[src/rtl/jtoutrun_obj_scan.sv]
// Per-line object table scanner: finds entries covering the rendered line and hands them to the draw engine.
// Define JTOUTRUN_OBJ_WB_EN to write the advanced row address (w5 + w3) back into the table.
module jtoutrun_obj_scan (
   input  logic        clk,
   input  logic        rst,
   input  logic        hstart,
   input  logic [8:0]  vrender,
   output logic [9:0]  tbl_addr,
   input  logic [15:0] tbl_dout,
   output logic        tbl_we,
   output logic [15:0] tbl_din,
   output logic        dr_req,
   input  logic        dr_ack,
   output logic [15:0] dr_xpos,
   output logic [15:0] dr_base,
   output logic [15:0] dr_row,
   output logic [15:0] dr_attr0,
   output logic [15:0] dr_attr1,
   output logic        scan_done
);

   typedef enum logic [2:0] {IDLE, RD0, CHK, RDX, REQ, WB, NEXT} state_t;

   state_t     state, state_nx;
   logic [6:0] entry;
   logic [2:0] word, step;
   logic [8:0] vline, top, bot;
   logic       hide, last, visible;
`ifdef JTOUTRUN_OBJ_WB_EN
   logic [15:0] pitch;
`endif

   // bot is exclusive, so top==bot can never match
   assign visible   = !hide && (vline >= top) && (vline < bot);
   assign tbl_addr  = {entry, word};
   assign dr_req    = (state == REQ);
   assign scan_done = (state == IDLE);

`ifdef JTOUTRUN_OBJ_WB_EN
   assign tbl_we  = (state == WB);
   assign tbl_din = tbl_we ? dr_row + pitch : '0;
`else
   assign tbl_we  = 1'b0;
   assign tbl_din = '0;
`endif

   always_ff @(posedge clk, posedge rst) begin
      if (rst) state <= IDLE;
      else     state <= state_nx;
   end

   always_comb begin
      state_nx = state;
      if (hstart) begin
         state_nx = RD0;
      end else begin
         case (state)
            IDLE: state_nx = IDLE;
            RD0:  if (step == 3'd2) state_nx = CHK;
            CHK: begin
               if (last)          state_nx = IDLE;
               else if (!visible) state_nx = NEXT;
               else               state_nx = RDX;
            end
            RDX:  if (step == 3'd6) state_nx = REQ;
`ifdef JTOUTRUN_OBJ_WB_EN
            REQ:  if (dr_ack) state_nx = WB;
`else
            REQ:  if (dr_ack) state_nx = NEXT;
`endif
            WB:   state_nx = NEXT;
            NEXT: state_nx = (entry == 7'd127) ? IDLE : RD0;
            default: state_nx = IDLE;
         endcase
      end
   end

   // step counts cycles within RD0/RDX; data for the address of step n arrives at step n+1
   always_ff @(posedge clk, posedge rst) begin
      if (rst) begin
         entry    <= '0;
         word     <= '0;
         step     <= '0;
         vline    <= '0;
         top      <= '0;
         bot      <= '0;
         hide     <= 1'b0;
         last     <= 1'b0;
         dr_xpos  <= '0;
         dr_base  <= '0;
         dr_row   <= '0;
         dr_attr0 <= '0;
         dr_attr1 <= '0;
`ifdef JTOUTRUN_OBJ_WB_EN
         pitch    <= '0;
`endif
      end else if (hstart) begin
         vline <= vrender;
         entry <= '0;
         word  <= '0;
         step  <= '0;
      end else begin
         case (state)
            RD0: begin
               step <= step + 3'd1;
               word <= 3'd1;
               if (step == 3'd1) begin
                  last <= tbl_dout[15];
                  hide <= tbl_dout[14];
                  top  <= tbl_dout[8:0];
               end
               if (step == 3'd2) bot <= tbl_dout[8:0];
            end
            CHK: begin
               step <= '0;
               word <= 3'd2;
            end
            RDX: begin
               step <= step + 3'd1;
               if (word != 3'd7) word <= word + 3'd1;
               case (step)
                  3'd1: dr_xpos  <= tbl_dout;
`ifdef JTOUTRUN_OBJ_WB_EN
                  3'd2: pitch    <= tbl_dout;
`endif
                  3'd3: dr_base  <= tbl_dout;
                  3'd4: dr_row   <= tbl_dout;
                  3'd5: dr_attr0 <= tbl_dout;
                  3'd6: dr_attr1 <= tbl_dout;
                  default: ;
               endcase
            end
            REQ: if (dr_ack) word <= 3'd5;
            NEXT: begin
               entry <= entry + 7'd1;
               word  <= '0;
               step  <= '0;
            end
            default: ;
         endcase
      end
   end

endmodule

[config.mk]
export PLATFORM = sky130hd
export DESIGN_NAME = jtoutrun_obj_scan
export DESIGN_NICKNAME = d
export VERILOG_FILES = /design/src/rtl/jtoutrun_obj_scan.sv
export SDC_FILE = /design/constraint.sdc
export NUM_CORES = 1
export LEC_CHECK = 0
export BUFFER_PORTS_ARGS = -buffer_cell sky130_fd_sc_hd__buf_4
export CAP_MARGIN = 25
export CORE_UTILIZATION = 52
export DETAILED_ROUTE_END_ITERATION = 10
export GPL_TIMING_DRIVEN = 1
export PLACE_DENSITY = 0.75
export SKIP_CTS_REPAIR_TIMING = 1
export SYNTH_ARGS = -nofsm -noshare
export SYNTH_HDL_FRONTEND = slang
export SYNTH_SLANG_ARGS = --single-unit
[constraint.sdc]
create_clock -name clk -period 5.15 [get_ports clk]
set_input_delay 1.03 -clock clk [delete_from_list [all_inputs] [get_ports clk]]
set_output_delay 1.03 -clock clk [all_outputs]
set_load 0.02 [all_outputs]
=== Word-level counts from Yosys, hierarchy flattened ===
Index checks and enable logic that the tools add are counted.

* Equality and inequality tests: 18
* Multipliers: 0
* Div/mod/pow operators: 0
* $add $sub $neg: 3
* Reductions and logical operators: 18
* Order comparisons: 2
* Muxes and demuxes: 16
* Bitwise logic cells: 1
* Shift operators: 0

{| class="wikitable"
|+ Operator list
! operator !! count
|-
| $mux 3 || 10
|-
| $reduce_and 3->1 || 9
|-
| $eq 3x3->1 const B || 6
|-
| $pmux 3 s6 || 1
|-
| $pmux 3 s5 || 1
|-
| $mux 7 || 2
|-
| $eq 3x2->1 const B || 4
|-
| $ne 3x3->1 const B || 4
|-
| $ge 9x9->1 || 1
|-
| $lt 9x9->1 || 1
|-
| $add 7x1->7 const B || 1
|-
| $eq 7x7->1 const B || 1
|-
| $add 3x1->3 const B || 2
|-
| $eq 3x1->1 const B || 2
|-
| $pmux 3 s2 || 1
|-
| $reduce_bool 6->1 || 1
|-
| $reduce_or 2->1 || 2
|-
| $logic_not 3->1 || 1
|-
| $ne 3x2->1 const B || 1
|-
| $reduce_bool 3->1 || 1
|-
| $logic_and 1x1->1 || 2
|-
| $reduce_bool 2->1 || 1
|-
| $logic_not 1->1 || 1
|-
| $mux 1 || 1
|-
| $not 1->1 || 1
|}

* Memories kept: 0
* Bits in writable memories: 0
* Register bits: 125
* Bits of input ports: 29
* Bits in read-only memories: 0
* Bits in latches: 0

=== Logic depth before layout (Yosys ltp) ===
* Depth in word-level cells: 7
* Depth in mapped cells: 7
* Depth with buffers taken out: 7

=== Worst setup path after synthesis ===
No wires, ideal clock.

* Path kind: register -> output
* From: register state[1]
* To: output port scan_done
* Cell stages (with the launch flop): 3
* Data arrival time: 1.114 ns
* Setup slack: 3.006 ns
* Path through: dfrtp_1 > buf_2 > nor3_1

* Word-level cells in the longest chain between the ends: 1

{| class="wikitable"
|+ Ends and longest elaborated chain
! what !! RTL line !! source
|-
| start: declaration || 24 || <nowiki>state_t state, state_nx;</nowiki>
|-
| start signal: assignment || 49 || <nowiki>else state <= state_nx;</nowiki>
|-
| $logic_not 3->1 || 37 || <nowiki>assign scan_done = (state == IDLE);</nowiki>
|-
| end: declaration || 19 || <nowiki>output logic scan_done</nowiki>
|}

Every way passes these cells.

=== Worst setup path after layout ===
* From: register state[1]
* To: output port dr_req

* Word-level cells in the longest chain between the ends: 1

{| class="wikitable"
|+ Ends and longest elaborated chain
! what !! RTL line !! source
|-
| $eq 3x3->1 || 36 || <nowiki>assign dr_req = (state == REQ);</nowiki>
|-
| end: declaration || 12 || <nowiki>output logic dr_req,</nowiki>
|}

Every way passes these cells.

==> impl_metrics.toml <==
[cts]
clkLatencyLatePin_ns = 0.52
cts.sinks = 125
max-clock-path-buffers = 2
htree_levels = 4
cts_tree = "yes"
cts_buffers = 17
clockRootBuffer = "clkbuf_8"
clk_pin_slew_ns = 0.06

[synthesis]
ys_seq_elements = 125
synth_flop_cell = "dfrtp_1"
yosys-top-cells-area = "dfrtp_1, mux2_2, mux2_4, ha_1, buf_4"
synth_top_area_share_pct = 54.4
synth_largest_area_cell = "dfrtp_1"
ys_async_sr_fraction_pct = 100
synthTopCellsByCount = "dfrtp_1, mux2_2, mux2_4"
syn_inst = 419
syn_area_um2 = 5750
seq_area_frac_synth_pct = 54.4
synth_cell_types = 45
postSynthAreaPerCell_um2 = 13.7
synth-edff-count = 0
synth_warnings = 0
synth_most_common_cell = "dfrtp_1"

[job]
cap_viol_max_count = 0

[place]
gp_congestion = 0.787
place_inst = 668
numPortBuffers = 120
hpwl_um = 8230

[global_route]
grt_max_degree = 70
grt_pass1_wl_um = 20000
track_usage_pct = 22.9
grt_pass1_vias = 3952
grt-ovfl-total = 0
grt_antenna_before_repair = 0

[floorplanning]
start_util_pct = 53.2
die_h_um = 107
fp-row-count = 38
core_um2 = 10800
fp.dieW_um = 107
io_pins = 138
dieArea_um2 = 11500

[timing]
setup-tns-final_ns = 0
finClkSkew_ns = 0.00549
hold_ws_ns = 0.480
drv_slew = 0
timing.fmax_mhz = 368
setup_violations = 0
post-route-period-util_pct = 52.7
slew_headroom_pct = 42.2
fin_crit_ns = 2.71
tightest_slew_ns = 0.866
hold_violations = 0
rsz0062_at_grt = "false"

[worst_setup_path]
crit_type = "register to output port"
arrival_ns = 1.68
path_max_fanout = 14
cp_cell_sequence = "nand2b_1, nor2_1, buf_4"
startpoint = "state[1]"
rrSetupSlack_ns = 2.83
cpPeakStageDelay_ns = 0.56
endpoint_kind = "output port"
cp.required_ns = 4.12
r2r_start = "state[0]"
slowest_stage = "dfrtp_1"
worstSetupStartpointType = "register"

[layout]
fin_cells = 700
final_net_count = 601
fin_util_pct = 67.5
syn2layout_area_growth_pct = 26.8
diodes = 0
drive_gt1_share_pct = 46.4

[routing]
routed_wl_um = 11800
wl_per_cell_um = 16.9
vias = 3649
drc = 0
ant_nets = 0
drt-initial-drc-count = 130
first_pass_iters = 4
viasPerCell = 5.21

[power_and_ir_drop]
finalPower_uw = 3920
p_per_area_nw_per_um2 = 538
p_leak_uw = 0.00385
worst_ir_drop_vdd_mv = 0.293

[min_path]
worst_hold_path_type = "input port to asynchronous set/reset pin"

[run_status]
status = "finished, final reports clean"
==> sequential cells by signal, indices dropped and copies added, names as in the netlist <==
register	cells
dr_attr0	16
dr_attr1	16
dr_base	16
dr_row	16
dr_xpos	16
bot	9
top	9
vline	9
entry	7
state	3
step	3
word	3
hide	1
last	1
==> per-layer routing <==
layer  vias to the layer above  wire (µm)  global-route usage, %
li1                       1692          -                      -
met1                      1815       5140                   29.0
met2                       120       5720                   36.1
met3                        22        715                   7.96
met4                         0        253                   9.20
met5                         -          0                      0
==> cell type report <==
cell class	instances	area (µm²)
Clock buffer	21	459
Sequential cell	125	3130
Fill cell	769	3510
Tap cell	140	175
Inverter	22	85.1
Multi-Input combinational cell	259	2380
Timing Repair Buffer	122	916
Clock inverter	11	140
==> cell families (layout without fill, tap and decap cells) <==
kind of cell	after synthesis	after routing	synth area share, %
compound gates	36	36	4.09
xor+xnor	6	6	0.915
fa+ha+maj	25	25	5.44
buf+inv	51	176	5.14
flops	125	125	54.4
mux	108	108	23.1
other cells	1	17	0.0653
simple gates	67	67	6.77
==> final timing paths <==
kind,depth (start not counted),end
setup / recovery,3,dr_req
hold / removal,2,entry[2]
setup reg to reg,4,dr_base[15]
hold reg to reg,1,dr_base[2]
max in group asynchronous,3,dr_attr0[2]
min in group clk,1,dr_base[2]
==> layout by cell type, fill, tap and decap left out, types with 5 or more instances in the layout <==
cell type | synthesis | layout
a21oi_1 | 11 | 11
nor2_1 | 19 | 19
o21ai_0 | 5 | 5
clkbuf_16 | 0 | 16
mux2_2 | 68 | 68
ha_1 | 25 | 25
nand3_1 | 6 | 6
buf_4 | 18 | 122
mux2_1 | 10 | 10
dfrtp_1 | 125 | 125
inv_1 | 22 | 21
conb_1 | 1 | 17
nand2_1 | 13 | 13
mux2_4 | 30 | 30
==> metrics by stage <==
step,area [µm²],setup slack (ns)
2_1_floorplan,5810,0.792
3_3_place_gp,6690,2.54
3_5_place_dp,6690,2.53
4_1_cts,7290,2.43
5_1_grt,7290,2.28
6_report,7290,2.44
==> critical path: cells and delay by family (launching register included) <==
kind / cells / cell delay, ns
simple gates: 2 / 0.44
buf+inv: 1 / 0.17
flops: 1 / 0.56
==> power by group <==
part,switching (µW),internal [µW]
Combinational,650,624
Sequential,190,1260
Clock,419,771
Total,1260,2660
Note: power is estimated with default switching activity, not from simulation.
